===== config.mk =====
export PLATFORM = sky130hd
export DESIGN_NAME = digit_scan_ctrl
export DESIGN_NICKNAME = d
export VERILOG_FILES = /design/src/rtl/digit_scan_ctrl.sv
export SDC_FILE = /design/constraint.sdc
export NUM_CORES = 1
export LEC_CHECK = 0
export BUFFER_PORTS_ARGS = -buffer_cell sky130_fd_sc_hd__buf_2
export CORE_MARGIN = 3
export CORE_UTILIZATION = 35
export CTS_BUF_LIST = sky130_fd_sc_hd__clkbuf_4 sky130_fd_sc_hd__clkbuf_8 sky130_fd_sc_hd__clkbuf_16
export DETAILED_ROUTE_END_ITERATION = 8
export RECOVER_POWER = 50
export SETUP_SLACK_MARGIN = 0.5
export SYNTH_ARGS = -nofsm -noshare
export SYNTH_HDL_FRONTEND = slang
export SYNTH_SLANG_ARGS = --single-unit

===== constraint.sdc =====
create_clock -name clk -period 3.1 [get_ports clk]
set_clock_uncertainty 0.15 [all_clocks]
set_input_delay 0.31 -clock clk [delete_from_list [all_inputs] [get_ports clk]]
set_output_delay 0.31 -clock clk [all_outputs]
set_load 0.03 [all_outputs]

===== src/rtl/digit_scan_ctrl.sv =====
// Scan controller for a 4-digit 7-segment display: rotates a one-hot nibble-mux
// select, drives active-low anodes with a blanking gap, and commits display words on frame wrap.
module digit_scan_ctrl #(
    parameter int unsigned REFRESH_DIV  = 100000,
    parameter int unsigned BLANK_CYCLES = 1000
) (
    input  logic        clk,
    input  logic        reset,
    input  logic        enable,
    input  logic [3:0]  digit_en,
    input  logic [15:0] data_in,
    input  logic        load,
    output logic [15:0] disp_word,
    output logic [3:0]  select,
    output logic [3:0]  an,
    output logic        frame_done
);

    localparam int unsigned MAX_CNT = (REFRESH_DIV > BLANK_CYCLES) ? REFRESH_DIV : BLANK_CYCLES;
    localparam int unsigned CNT_W   = (MAX_CNT > 1) ? $clog2(MAX_CNT) : 1;
    localparam logic [CNT_W-1:0] SHOW_LAST  = CNT_W'(REFRESH_DIV - 1);
    localparam logic [CNT_W-1:0] BLANK_LAST = CNT_W'(BLANK_CYCLES - 1);

    typedef enum logic [1:0] {
        IDLE  = 2'd0,
        BLANK = 2'd1,
        SHOW  = 2'd2
    } state_t;

    state_t             state, state_n;
    logic [CNT_W-1:0]   cnt, cnt_n;
    logic [1:0]         idx, idx_n;
    logic [15:0]        pend_word, pend_word_n;
    logic               pend_flag, pend_flag_n;
    logic [15:0]        disp_word_n;
    logic [3:0]         select_n;
    logic [3:0]         an_n;
    logic               wrap;
    logic               stop;
    logic               commit;

    // State and output registers
    always_ff @(posedge clk) begin
        if (reset) begin
            state      <= IDLE;
            cnt        <= '0;
            idx        <= 2'd0;
            pend_word  <= 16'h0000;
            pend_flag  <= 1'b0;
            disp_word  <= 16'h0000;
            select     <= 4'b0001;
            an         <= 4'b1111;
            frame_done <= 1'b0;
        end else begin
            state      <= state_n;
            cnt        <= cnt_n;
            idx        <= idx_n;
            pend_word  <= pend_word_n;
            pend_flag  <= pend_flag_n;
            disp_word  <= disp_word_n;
            select     <= select_n;
            an         <= an_n;
            frame_done <= wrap;
        end
    end

    // Next-state, slot timing and next registered outputs
    always_comb begin
        state_n     = state;
        cnt_n       = cnt + CNT_W'(1);
        idx_n       = idx;
        wrap        = 1'b0;
        stop        = 1'b0;
        pend_word_n = pend_word;
        pend_flag_n = pend_flag;
        disp_word_n = disp_word;

        case (state)
            IDLE: begin
                cnt_n = cnt;
                if (enable) begin
                    state_n = BLANK;
                    cnt_n   = '0;
                    idx_n   = 2'd0;
                end
            end
            BLANK: begin
                if (!enable) begin
                    state_n = IDLE;
                    cnt_n   = '0;
                    stop    = 1'b1;
                end else if (cnt == BLANK_LAST) begin
                    state_n = SHOW;
                    cnt_n   = '0;
                end
            end
            SHOW: begin
                if (!enable) begin
                    state_n = IDLE;
                    cnt_n   = '0;
                    stop    = 1'b1;
                end else if (cnt == SHOW_LAST) begin
                    state_n = BLANK;
                    cnt_n   = '0;
                    idx_n   = idx + 2'd1;
                    wrap    = (idx == 2'd3);
                end
            end
            default: begin
                state_n = IDLE;
                cnt_n   = '0;
            end
        endcase

        // A load coinciding with a commit edge bypasses the pending register
        commit = wrap || stop || (state == IDLE);
        if (load) begin
            pend_word_n = data_in;
            pend_flag_n = 1'b1;
        end
        if (commit) begin
            if (load) begin
                disp_word_n = data_in;
            end else if (pend_flag) begin
                disp_word_n = pend_word;
            end
            pend_flag_n = 1'b0;
        end

        // Select derived from the index by shift so it can only ever be one-hot
        select_n = 4'b0001 << idx_n;
        an_n     = (state_n == SHOW && digit_en[idx_n]) ? ~select_n : 4'b1111;
    end

endmodule


=== Word-level counts from Yosys, hierarchy flattened ===
Index checks and enable logic that the tools add are counted.
W data, S select, Z words.

* Bits in registers: 63
* Input port bits: 24
* Output and inout bits: 25
* Word-level logic and storage cells: 56

* Add/subtract/negate cells: 2
* Magnitude comparators: 1
* Equality and inequality tests: 7
* Shift-type cells: 1
* Multiplexer cells: 25
* Bitwise gates (word level): 2
* Reduce and logical (&&, ||, !) cells: 9

{| class="wikitable"
|+ Operators with widths
! kind !! count
|-
| $mux W17 || 5
|-
| $pmux W17 S3 || 1
|-
| $mux W16 || 2
|-
| $add A17 B1 Y17 const B || 1
|-
| $eq A17 B10 Y1 const B || 1
|-
| $eq A17 B17 Y1 const B || 1
|-
| $mux W2 || 8
|-
| $eq A2 B2 Y1 const B || 3
|-
| $mux W1 || 6
|-
| $pmux W2 S3 || 1
|-
| $reduce_or A2 Y1 || 3
|-
| $not A4 Y4 || 1
|-
| $pmux W2 S2 || 1
|-
| $shl A1 B2 Y4 const A || 1
|-
| $lt A2 B3 Y1 const B || 1
|-
| $add A2 B1 Y2 const B || 1
|-
| $bmux W1 S2 || 1
|-
| $eq A2 B1 Y1 const B || 1
|-
| $logic_not A2 Y1 || 1
|-
| $logic_or A1 B1 Y1 || 2
|-
| $ne A2 B2 Y1 const B || 1
|-
| $reduce_and A2 Y1 || 1
|-
| $reduce_bool A2 Y1 || 1
|-
| $logic_and A1 B1 Y1 || 1
|-
| $not A1 Y1 || 1
|}

=== Longest topological paths before layout ===
* Depth in word-level cells: 9
* Gate-level depth with buffers: 9
* Gate-level depth less buffers: 8

=== Worst setup path after synthesis ===
OpenSTA, ideal clock, no wires.

* Path type: register to register
* Start point: register cnt[12]
* End point: register disp_word[10]
* Library setup time: 0.121 ns
* Arrival time: 2.016 ns
* Required time: 2.829 ns
* Path slack: 0.813 ns
* Cell stages (with the launch flop): 9
* Buffers on the path: 2
* Clock period less this slack: 2.287 ns
* Path through: dfxtp_1 -> nor4_4 -> nand3_2 -> or3_4 -> o21ai_2 -> and2b_1 -> buf_6 -> buf_12 -> mux2_4

* Cells in the longest elaborated chain, start to end: 7

{| class="wikitable"
|+ RTL lines
! element !! RTL line !! source
|-
| start: declaration || 31 || <nowiki>logic [CNT_W-1:0] cnt, cnt_n;</nowiki>
|-
| start signal: assignment || 56 || <nowiki>cnt <= cnt_n;</nowiki>
|-
| $eq A17 B17 Y1 || 102 || <nowiki>end else if (cnt == SHOW_LAST) begin</nowiki>
|-
| $mux W1 || 102 ||
|-
| $mux W1 || 98 || <nowiki>if (!enable) begin</nowiki>
|-
| $mux W1 || 78 || <nowiki>case (state)</nowiki>
|-
| $logic_or A1 B1 Y1 (2 in series) || 116 || <nowiki>commit = wrap || stop || (state == IDLE);</nowiki>
|-
| $reduce_and A2 Y1 (no line) || - ||
|-
| end signal: assignment || 60 || <nowiki>disp_word <= disp_word_n;</nowiki>
|-
| end: declaration || 13 || <nowiki>output logic [15:0] disp_word,</nowiki>
|}

No other way between the ends.
A chain may end at the register's enable or synchronous reset.

=== Worst setup path in the final report ===
* Start point: register cnt[0]
* End point: register disp_word[15]

Same word-level chain as after synthesis.

==> run summary <==
Antenna violations before repair: 0
Worst path required time: 3170 ps
Filler cells: 762
Commonest cells after routing, fill and taps aside: dfxtp_1, nor2_1, clkbuf_1
Inserted Clock Buffers: 9
Startpoint class of the critical path: register
Seq/Total Area, Yosys: 45.06%
Final Cycle Share: 82.07%
Max-cap violations: 0
Final Cell Area: 3307 µm²
Setup TNS: 0 ps
Die Y: 95.43 µm
Reg2reg setup slack: 560 ps
DPL Wire Length: 3918 µm
DRT iter0 DRCs: 63
Worst hold path type: input port to register
Die Wd: 95.43 µm
Detailed Routing Iterations Pass 1: 5
Worst setup margin: 556.0 ps
Max Slew Vio Count: 0
Yosys Warn Count: 0
Vias per cell: 4.946
Commonest non-fill, non-tap cell in the layout: dfxtp_1
Hold Slack: 10.99 ps
Drt drc: 0
Mapped Nets: 318
Post-synth top area cell: dfxtp_1
Avg WL per Cell: 12.98 µm
Avg Inst Size Synth: 9.719 µm²
Yosys cell types: 44
Crit Path Category: register to register
Mapped Cells: 288
F_max: 0.3931 GHz
GRT Util Overall: 13.02%
Endpoint type of the worst setup path: register
Static Leakage: 1.292 nW
Vias in the first global route: 2030
Worst slew pin tran: 1207 ps
Vias: 2186
I/O Buffers: 48
N_diodes: 0
Clk root buf: clkbuf_8
Post-synth top area share: 45.06%
Hold Fails Final Rpt: 0
Minimum clock period: 2544 ps
RSZ-0062 raised after global routing: false
Routed WL: 5738 µm
H-tree Lvls: 3
I/O pins: 49
Die area: 9106 µm²
Row cnt: 31
Worst EP arrival: 2620 ps
TritonCTS clock tree: built
Area contributors post-synth: dfxtp_1, mux2i_1, mux2_4
Clock transition at path regs: 70 ps
First-pass GRT wire length: 9315 µm
Final estimated routing congestion in global placement: 0.7456
GR Overflow Total: 0
Worst skew pair latency: 330 ps
VDD IR max: 0.0001625 V
Routed Antenna Nets: 0
Area growth syn-to-layout: 18.15%
Max-slew headroom: 19.56%
CTS Buffer Depth: 2
Largest net degree at the start of global routing: 43
Initial core utilization: 37.39%
Final setup viols: 0
Synthesized area: 2799 µm²
Crit path max fanout: 16
Placeable Area: 7486 µm²
Final Core Density: 44.18%
Place WS: 599.6 ps
Status: finished, final reports clean
Sink Count: 63
Pwr/cell area: 521.2 nW/µm²
Layout cells sized above 1: 19.83%
Post-Place Cell Area: 3110 µm²
Number of synthesized register bits: 63
Fin nets: 368
critical path, cell delays in order, from the launching register on:
cell,delay (ps)
dfxtp_1,400
ha_1,300
nand3_1,190
or3_1,490
o21ai_2,180
and2b_1,150
buf_6,210
mux2_2,360
cell usage after synthesis, drive strengths merged:
master / n
a2111oi: 1
a211oi: 1
a21o: 2
a21oi: 16
a22o: 5
a31oi: 8
a41oi: 2
and2: 1
and2b: 1
and3: 4
and4: 1
and4b: 1
buf: 5
clkbuf: 11
dfxtp: 63
ha: 6
inv: 8
mux2: 17
mux2i: 17
nand2: 17
nand2b: 4
nand3: 14
nand3b: 4
nand4: 5
nor2: 27
nor2b: 16
nor3: 7
nor3b: 1
nor4: 5
nor4b: 2
o211ai: 2
o21ai: 8
o311a: 1
o31ai: 1
or3: 1
xnor2: 3
through the flow:
step                       power, W  std cells
final                      0.001724        442
after global placement     0.001041        423
after floorplan           0.0009993        288
after detailed placement   0.001043        423
after global routing       0.001800        442
after CTS                  0.001749        440
timing repair:
item,CTS,global route
gates resized for setup,0,5
endpoints found under the setup margin,0,20
buffers inserted,0,2
hold endpoints to repair,1,0
hold buffers,1,0
per-layer routing:
| layer | up-vias | global-route usage, % | wire length, µm |
|---|---|---|---|
| li1 | 1121 | - | - |
| met1 | 1013 | 16.91 | 2691 |
| met2 | 40 | 20.52 | 2667 |
| met3 | 12 | 2.920 | 276 |
| met4 | 0 | 6.043 | 102 |
| met5 | - | 0 | 0 |
sequential cells by signal (all words and copies together), names as in the netlist:
| register | flops |
|---|---|
| disp_word | 16 |
| pend_flag | 1 |
| pend_word | 16 |
| state | 2 |
| select | 4 |
| an | 4 |
| frame_done | 1 |
| cnt | 17 |
| idx | 2 |
final timing paths:
| kind | cells past startpoint | start | to |
|---|---|---|---|
| hold / removal | 2 | digit_en[0] | an[0]$_SDFF_PP1_ |
| setup reg to reg | 7 | cnt[0]$_SDFFE_PP0P_ | disp_word[15]$_SDFFE_PP0P_ |
| hold reg to reg | 1 | cnt[9]$_SDFFE_PP0P_ | cnt[9]$_SDFFE_PP0P_ |
| setup / recovery | 7 | cnt[0]$_SDFFE_PP0P_ | disp_word[15]$_SDFFE_PP0P_ |
final cells by class:
class / instances / area, µm² / area share [%]
Multi-Input combinational cell: 201 / 1433 / 43.32
Sequential cell: 63 / 1261 / 38.14
Timing Repair Buffer: 55 / 262.8 / 7.946
Clock buffer: 9 / 123.9 / 3.746
Tap cell: 99 / 123.9 / 3.746
Clock inverter: 7 / 72.57 / 2.194
Inverter: 8 / 30.03 / 0.9081
where the power goes:
| part | switching, W | internal [W] |
|---|---|---|
| Combinational | 0.000101 | 0.0000712 |
| Clock | 0.000330 | 0.000372 |
| Sequential | 0.0000119 | 0.000838 |
| Total | 0.000443 | 0.00128 |
logic make-up (layout without fill, tap and decap cells):
| family | after synthesis | in the layout | synth area share [%] |
|---|---|---|---|
| fa+ha+maj | 6 | 6 | 2.682 |
| simple gates | 111 | 111 | 21.73 |
| xor+xnor | 3 | 3 | 0.9389 |
| flops | 63 | 63 | 45.06 |
| buf+inv | 24 | 79 | 4.202 |
| compound gates | 47 | 47 | 11.13 |
| mux | 34 | 34 | 14.26 |
(Power assumes the default switching activity.)
